<file path="src/rtl/lift_call_panel_if.sv">
// Passenger request handshake between a call source and lift_call_panel.
// The master offers {pickup, dest} with req_valid; the slave answers with req_ready.
interface lift_call_panel_if;
    logic       req_valid;
    logic [2:0] req_pickup;
    logic [2:0] req_dest;
    logic       req_ready;

    modport master (output req_valid, output req_pickup, output req_dest, input req_ready);
    modport slave  (input req_valid, input req_pickup, input req_dest, output req_ready);
endinterface

</file>
<file path="src/rtl/lift_call_panel.sv">
// Lift call panel: queues passenger requests and issues them one at a time to the lift controller.
// Optional LIFT_CALL_MERGE_EN: drop requests identical to a queued or in-service entry.
module lift_call_panel #(
    parameter int FIFO_DEPTH  = 4,
    parameter int ACK_TIMEOUT = 16
) (
    input  logic                    clk,
    input  logic                    rst,
    lift_call_panel_if.slave        req_if,
    input  logic [2:0]              elev_f_i,
    input  logic                    busy_i,
    output logic [2:0]              pass_f,
    output logic [2:0]              butt_el,
    output logic                    butt_up_down,
    output logic [7:0]              call_lamp,
    output logic [3:0]              q_count,
    output logic                    err_timeout
);
    localparam int PW = (FIFO_DEPTH > 1) ? $clog2(FIFO_DEPTH) : 1;
    localparam int TW = $clog2(ACK_TIMEOUT + 1);

    typedef enum logic [1:0] {IDLE, ISSUE, WAIT_ACK, WAIT_DONE} state_t;
    typedef struct packed {
        logic [2:0] pickup;
        logic [2:0] dest;
    } entry_t;

    state_t          state_q;
    entry_t          svc_q;
    entry_t          mem_q [FIFO_DEPTH];
    logic [PW-1:0]   wr_ptr_q, rd_ptr_q;
    logic [3:0]      count_q, count_d;
    logic            ready_q, strobe_q, err_q;
    logic [2:0]      pass_q, el_q;
    logic [7:0]      lamp_q, lamp_d;
    logic [TW-1:0]   timer_q;

    entry_t          req_e;
    logic            push_hs, store, pop, complete, timeout, release_svc, merge;
    logic            dup_q;
    logic [7:0]      queued_mask;

    assign req_e   = '{pickup: req_if.req_pickup, dest: req_if.req_dest};
    assign push_hs = req_if.req_valid && ready_q;

    // NOTE: every always_comb output gets a default first so no path leaves it unassigned (no latch).
    always_comb begin
        queued_mask = '0;
        dup_q       = 1'b0;
        for (int k = 0; k < FIFO_DEPTH; k++) begin
            if (k < int'(count_q)) begin
                queued_mask[mem_q[rd_ptr_q + PW'(k)].pickup] = 1'b1;
                if (mem_q[rd_ptr_q + PW'(k)] == req_e) dup_q = 1'b1;
            end
        end
    end

    assign pop         = (state_q == IDLE) && (count_q != 4'd0) && !busy_i;
    assign complete    = (state_q == WAIT_DONE) && !busy_i && (elev_f_i == svc_q.dest);
    assign timeout     = (state_q == WAIT_ACK) && !busy_i && (timer_q == TW'(ACK_TIMEOUT - 1));
    assign release_svc = complete || timeout;

`ifdef LIFT_CALL_MERGE_EN
    // A service entry finishing this edge no longer absorbs duplicates.
    assign merge = dup_q || ((state_q != IDLE) && !release_svc && (svc_q == req_e));
`else
    assign merge = 1'b0;
`endif

    assign store   = push_hs && !merge;
    assign count_d = count_q + 4'(store) - 4'(pop);

    always_comb begin
        lamp_d = lamp_q;
        if (release_svc) lamp_d[svc_q.pickup] = queued_mask[svc_q.pickup];
        if (push_hs)     lamp_d[req_e.pickup] = 1'b1;
    end

    // NOTE: queue storage has no reset; only pointers and count define which slots are valid.
    always_ff @(posedge clk) begin
        if (store) mem_q[wr_ptr_q] <= req_e;
    end

    // NOTE: sequential state uses non-blocking assignments so every register samples pre-edge values.
    always_ff @(posedge clk or posedge rst) begin
        if (rst) begin
            state_q  <= IDLE;
            svc_q    <= '0;
            wr_ptr_q <= '0;
            rd_ptr_q <= '0;
            count_q  <= '0;
            ready_q  <= 1'b0;
            strobe_q <= 1'b0;
            pass_q   <= '0;
            el_q     <= '0;
            lamp_q   <= '0;
            err_q    <= 1'b0;
            timer_q  <= '0;
        end else begin
            ready_q  <= (count_d < 4'(FIFO_DEPTH));
            count_q  <= count_d;
            lamp_q   <= lamp_d;
            strobe_q <= 1'b0;
            if (store) wr_ptr_q <= wr_ptr_q + PW'(1);
            unique case (state_q)
                IDLE: begin
                    if (pop) begin
                        svc_q    <= mem_q[rd_ptr_q];
                        pass_q   <= mem_q[rd_ptr_q].pickup;
                        el_q     <= mem_q[rd_ptr_q].dest;
                        rd_ptr_q <= rd_ptr_q + PW'(1);
                        strobe_q <= 1'b1;
                        state_q  <= ISSUE;
                    end
                end
                ISSUE: begin
                    timer_q <= '0;
                    state_q <= WAIT_ACK;
                end
                WAIT_ACK: begin
                    if (busy_i) begin
                        timer_q <= '0;
                        state_q <= WAIT_DONE;
                    end else if (timeout) begin
                        timer_q <= '0;
                        err_q   <= 1'b1;
                        state_q <= IDLE;
                    end else begin
                        timer_q <= timer_q + TW'(1);
                    end
                end
                WAIT_DONE: begin
                    if (complete) state_q <= IDLE;
                end
                default: state_q <= IDLE;
            endcase
        end
    end

    assign req_if.req_ready = ready_q;
    assign pass_f           = pass_q;
    assign butt_el          = el_q;
    assign butt_up_down     = strobe_q;
    assign call_lamp        = lamp_q;
    assign q_count          = count_q;
    assign err_timeout      = err_q;
endmodule

</file>
<file path="src/flat_wrapper.sv">
// flat-port wrapper written by rule: the top's interface ports become plain ports
module lift_call_panel_flat 
#(
    parameter int FIFO_DEPTH  = 4,
    parameter int ACK_TIMEOUT = 16
)
  (clk, rst, elev_f_i, busy_i, pass_f, butt_el, butt_up_down, call_lamp, q_count, err_timeout, req_if_req_valid, req_if_req_pickup, req_if_req_dest, req_if_req_ready);
  lift_call_panel_if req_if_i ();
  input  logic clk;
  input  logic rst;
  input  logic [2:0] elev_f_i;
  input  logic busy_i;
  output logic [2:0] pass_f;
  output logic [2:0] butt_el;
  output logic butt_up_down;
  output logic [7:0] call_lamp;
  output logic [3:0] q_count;
  output logic err_timeout;
  input wire logic [$bits(req_if_i.req_valid)-1:0] req_if_req_valid;
  input wire logic [$bits(req_if_i.req_pickup)-1:0] req_if_req_pickup;
  input wire logic [$bits(req_if_i.req_dest)-1:0] req_if_req_dest;
  output wire logic [$bits(req_if_i.req_ready)-1:0] req_if_req_ready;
  assign req_if_i.req_valid = req_if_req_valid;
  assign req_if_i.req_pickup = req_if_req_pickup;
  assign req_if_i.req_dest = req_if_req_dest;
  assign req_if_req_ready = req_if_i.req_ready;
  lift_call_panel #(.FIFO_DEPTH(FIFO_DEPTH), .ACK_TIMEOUT(ACK_TIMEOUT)) u_core (.clk(clk), .rst(rst), .req_if(req_if_i), .elev_f_i(elev_f_i), .busy_i(busy_i), .pass_f(pass_f), .butt_el(butt_el), .butt_up_down(butt_up_down), .call_lamp(call_lamp), .q_count(q_count), .err_timeout(err_timeout));
endmodule
</file>
<file path="config.mk">
export PLATFORM = sky130hd
export DESIGN_NAME = lift_call_panel_flat
export DESIGN_NICKNAME = d
export VERILOG_FILES = /design/src/rtl/lift_call_panel_if.sv /design/src/rtl/lift_call_panel.sv /design/src/flat_wrapper.sv
export SDC_FILE = /design/constraint.sdc
export NUM_CORES = 1
export LEC_CHECK = 0
export ABC_AREA = 1
export CAP_MARGIN = 20
export CORE_MARGIN = 2
export CORE_UTILIZATION = 48
export DETAILED_ROUTE_END_ITERATION = 10
export GPL_TIMING_DRIVEN = 0
export PLACE_DENSITY = 0.69
export SETUP_SLACK_MARGIN = 0.05
export SYNTH_ARGS = -nofsm -noshare
export SYNTH_HDL_FRONTEND = slang
export SYNTH_SLANG_ARGS = --single-unit
</file>
<file path="constraint.sdc">
create_clock -name clk -period 3.4 [get_ports clk]
set_input_delay 0.51 -clock clk [delete_from_list [all_inputs] [get_ports clk]]
set_output_delay 0.51 -clock clk [all_outputs]
set_load 0.03 [all_outputs]
</file>
==> results by group <==
Clocking
  • Clock Latency Late Sink: around 320 ps
  • CTS H-tree lvls: 2
  • CTS tree: done
  • Clk root buf: clkbuf_8
  • CTS resizes: 0
  • Reg clk slew, reported paths: approximately 110 ps
  • # clock sinks: 56
  • Setup Fix Bufs, Post-CTS: 0
  • Hold-fix buffers, CTS: 0
  • Num CTS Buffers: 5
  • Max clock buf depth: 2

Place
  • Number of port buffers: 33
  • GP Congestion: roughly 0.87
  • Detailed Place HPWL: roughly 6500 µm

STA
  • Worst Max-Slew Pin Slew: between 600 and 700 ps
  • Hold Slack: between 400 and 500 ps
  • RSZ-0062 raised after global routing: false
  • Final hold vios: 0
  • Period utilization: between 70% and 80%
  • FMAX: roughly 370 MHz
  • Min cycle time layout: around 2700 ps
  • Final setup fails: 0
  • Fin Clk Skew: roughly 4.8 ps
  • Relative slew slack: between 50% and 60%
  • Fin. max-slew vios: 0
  • Setup_tns: 0 ps

Setup path
  • Critical path class: reg -> reg
  • CP Data Required Time: between 3000 and 4000 ps
  • CP arrival: about 2900 ps
  • Reg2reg end: u_core.req_if.req_ready
  • Reg2reg start: u_core.q_count[2]
  • CP startpoint: u_core.q_count[2]
  • Startpoint Class: flop
  • R2R cell count: 14
  • R2R setup slack: approximately 710 ps
  • Max Fanout on Critical Path: 6
  • Worst Setup End Kind: flop
  • Setup crit end: u_core.req_if.req_ready

Floorplan
  • IO Pins: 34
  • Die Ht: roughly 90 µm
  • Die width: slightly below 90 µm
  • Core area: between 6000 and 7000 µm²
  • FP Rows: 30
  • Initial Util: 50.4%
  • Die area: ~7900 µm²

Yosys
  • Post-Syn Instances: approximately 470
  • Synth top area share: around 23%
  • Syn. warnings: 0
  • #FFs+latches synth: 56
  • Yosys top cell by area: dfrtp_1
  • Mean post-synth cell area: between 7 and 8 µm²
  • Synth area leaders: dfrtp_1, edfxtp_1, nand2_1, inv_1, nand3_1
  • Seq/Total Area, Yosys: 44.0%
  • Synth unique cells: 31
  • Post-synth net total: roughly 500
  • Synthesized area: about 3500 µm²

Finish
  • Ant. Diodes: 0
  • Area Growth Syn to Fin: 16.6%
  • Layout cells sized above 1: roughly 5.7%
  • Final nets: about 540
  • Filler cells: 661

Global route
  • GR Util All Layers: 22.8%
  • Antenna violations before repair: 0
  • Vias in the first global route: a little over 3000
  • Largest net degree at the start of global routing: 24
  • Total grt overflow: 0
  • First-pass GRT wire length: 13800 µm

Pwr
  • VDD IR max: just under 400 µV
  • Switch share: 51.2%
  • Pint: between 1.5 and 2 mW
  • Psw: 1.98 mW
  • Flop pwr share: roughly 27%
  • Combinational Power Share: roughly 63%
  • PwrDens: approximately 960 nW/µm²
  • Clk pwr share: around 10%
  • Leak Pwr: roughly 1.9 nW

Hold path
  • HP Class: reg -> reg

Route
  • Post-DR vias/cell: slightly above 5
  • Post-route ant nets: 0
  • Total wire length: around 8300 µm
  • DRT Pass-1 Iters: 4
  • Avg WL per Cell: 13.7 µm
  • # DRC: 0
  • DR vias: between 3000 and 4000
  • Initial DRC count: 157

Run status
  • Outcome: finished clean

Flow run
  • MaxCap Viol Count: 0
-- worst min-delay path by stage --
stage | endpoint | depth (start not counted) | startpoint | slack, ps
finish | u_core.err_timeout | 2 | u_core.err_timeout | 490
global route | u_core.err_timeout | 2 | u_core.err_timeout | 520
CTS | u_core.err_timeout | 2 | u_core.err_timeout | 500
detailed placement | u_core.err_timeout | 2 | u_core.err_timeout | 470
global placement | u_core.err_timeout | 2 | u_core.err_timeout | 450
floorplan | u_core.timer_q[0] | 1 | u_core.timer_q[0] | 480
-- per-stage QoR --
stage,worst slack (ps),cell area [µm²],power (mW),util [%],cells
3_3_place_gp,768,3910,3.45,56.9,598
6_report,706,4030,3.87,58.7,607
4_1_cts,690,4030,3.89,58.7,607
2_1_floorplan,881,3460,2.75,-,469
5_1_grt,468,4030,4.26,58.7,607
3_5_place_dp,737,3940,3.48,57.3,599
-- area by class of cell --
cell class / count / area (µm²) / share of cell area, %
multi-input combinational: 335 / 1620 / 40.0
sequential: 56 / 1520 / 37.7
timing repair buffer: 34 / 358 / 8.87
inverter: 69 / 259 / 6.42
tap: 96 / 120 / 2.98
clock buffer: 5 / 68.8 / 1.71
buffer: 9 / 63.8 / 1.58
clock inverter: 3 / 27.5 / 0.682
-- power by group through the flow --
stage	Combinational [mW]	Sequential (mW)	Clock, mW
finish	2.42	1.06	0.399
global route	2.74	1.09	0.437
CTS	2.42	1.06	0.407
detailed placement	2.41	1.07	0
global placement	2.38	1.07	0
floorplan	1.48	1.27	0
-- cells in the mapped netlist (all sizes together) --
library cell	count
nand2	183
inv	69
nand3	46
dfrtp	32
nor2	32
edfxtp	24
o21ai	15
ha	13
a21oi	11
nand4	11
nor3	10
buf	7
o211ai	4
xnor2	3
xor2	3
clkbuf	2
and2	1
fa	1
mux2i	1
o22ai	1
-- logic make-up after synthesis --
kind of cell | synth area share, %
adder cells (fa/ha/maj) | 5.28
XOR/XNOR | 1.52
AND/OR/NAND/NOR | 34.4
buffers and inverters | 9.33
flip-flops | 44.0
AO/OA/AOI/OAI | 5.17
multiplexers | 0.289
-- critical path: stages, from the launching register on --
cell and delay, ps:
dfrtp_1 390, inv_1 80, ha_1 190, inv_2 80, nor2_1 220, nand2_1 200
inv_2 120, nor3_1 60, ha_1 270, inv_1 60, ha_1 150, inv_1 50
fa_1 370, xnor2_1 240, nor2_1 80
-- registers in the layout (all words and copies together), names as in the netlist --
register,count
u_core.req_if.req_ready,1
u_core.timer_q,5
u_core.svc_q,6
u_core.q_count,4
u_core.wr_ptr_q,2
u_core.rd_ptr_q,2
u_core.mem_q,24
u_core.state_q,2
u_core.butt_up_down,1
u_core.call_lamp,8
u_core.err_timeout,1
-- layer usage --
metal | GRT usage, % | vias up | wire length [µm]
met5 | 0 | - | 0
met1 | 29.7 | 1409 | 3940
met3 | 3.23 | 9 | 332
li1 | - | 1571 | -
met4 | 6.06 | 0 | 109
met2 | 39.8 | 62 | 3930
-- placed cells by master (no fill, tap or decap), types with 2 or more instances in the layout --
master / n
dfrtp_1: 32
o21ai_0: 11
nor2_1: 31
clkdlybuf4s50_1: 33
nand2_2: 3
nand4_1: 11
clkbuf_1: 2
xor2_1: 3
a21oi_1: 10
buf_2: 3
inv_1: 65
o211ai_1: 3
nor3_1: 9
buf_6: 3
nand3_1: 46
xnor2_1: 3
clkbuf_8: 5
inv_2: 4
nand2_1: 179
edfxtp_1: 24
ha_1: 13
o21ai_1: 3
(Power assumes the default switching activity.)
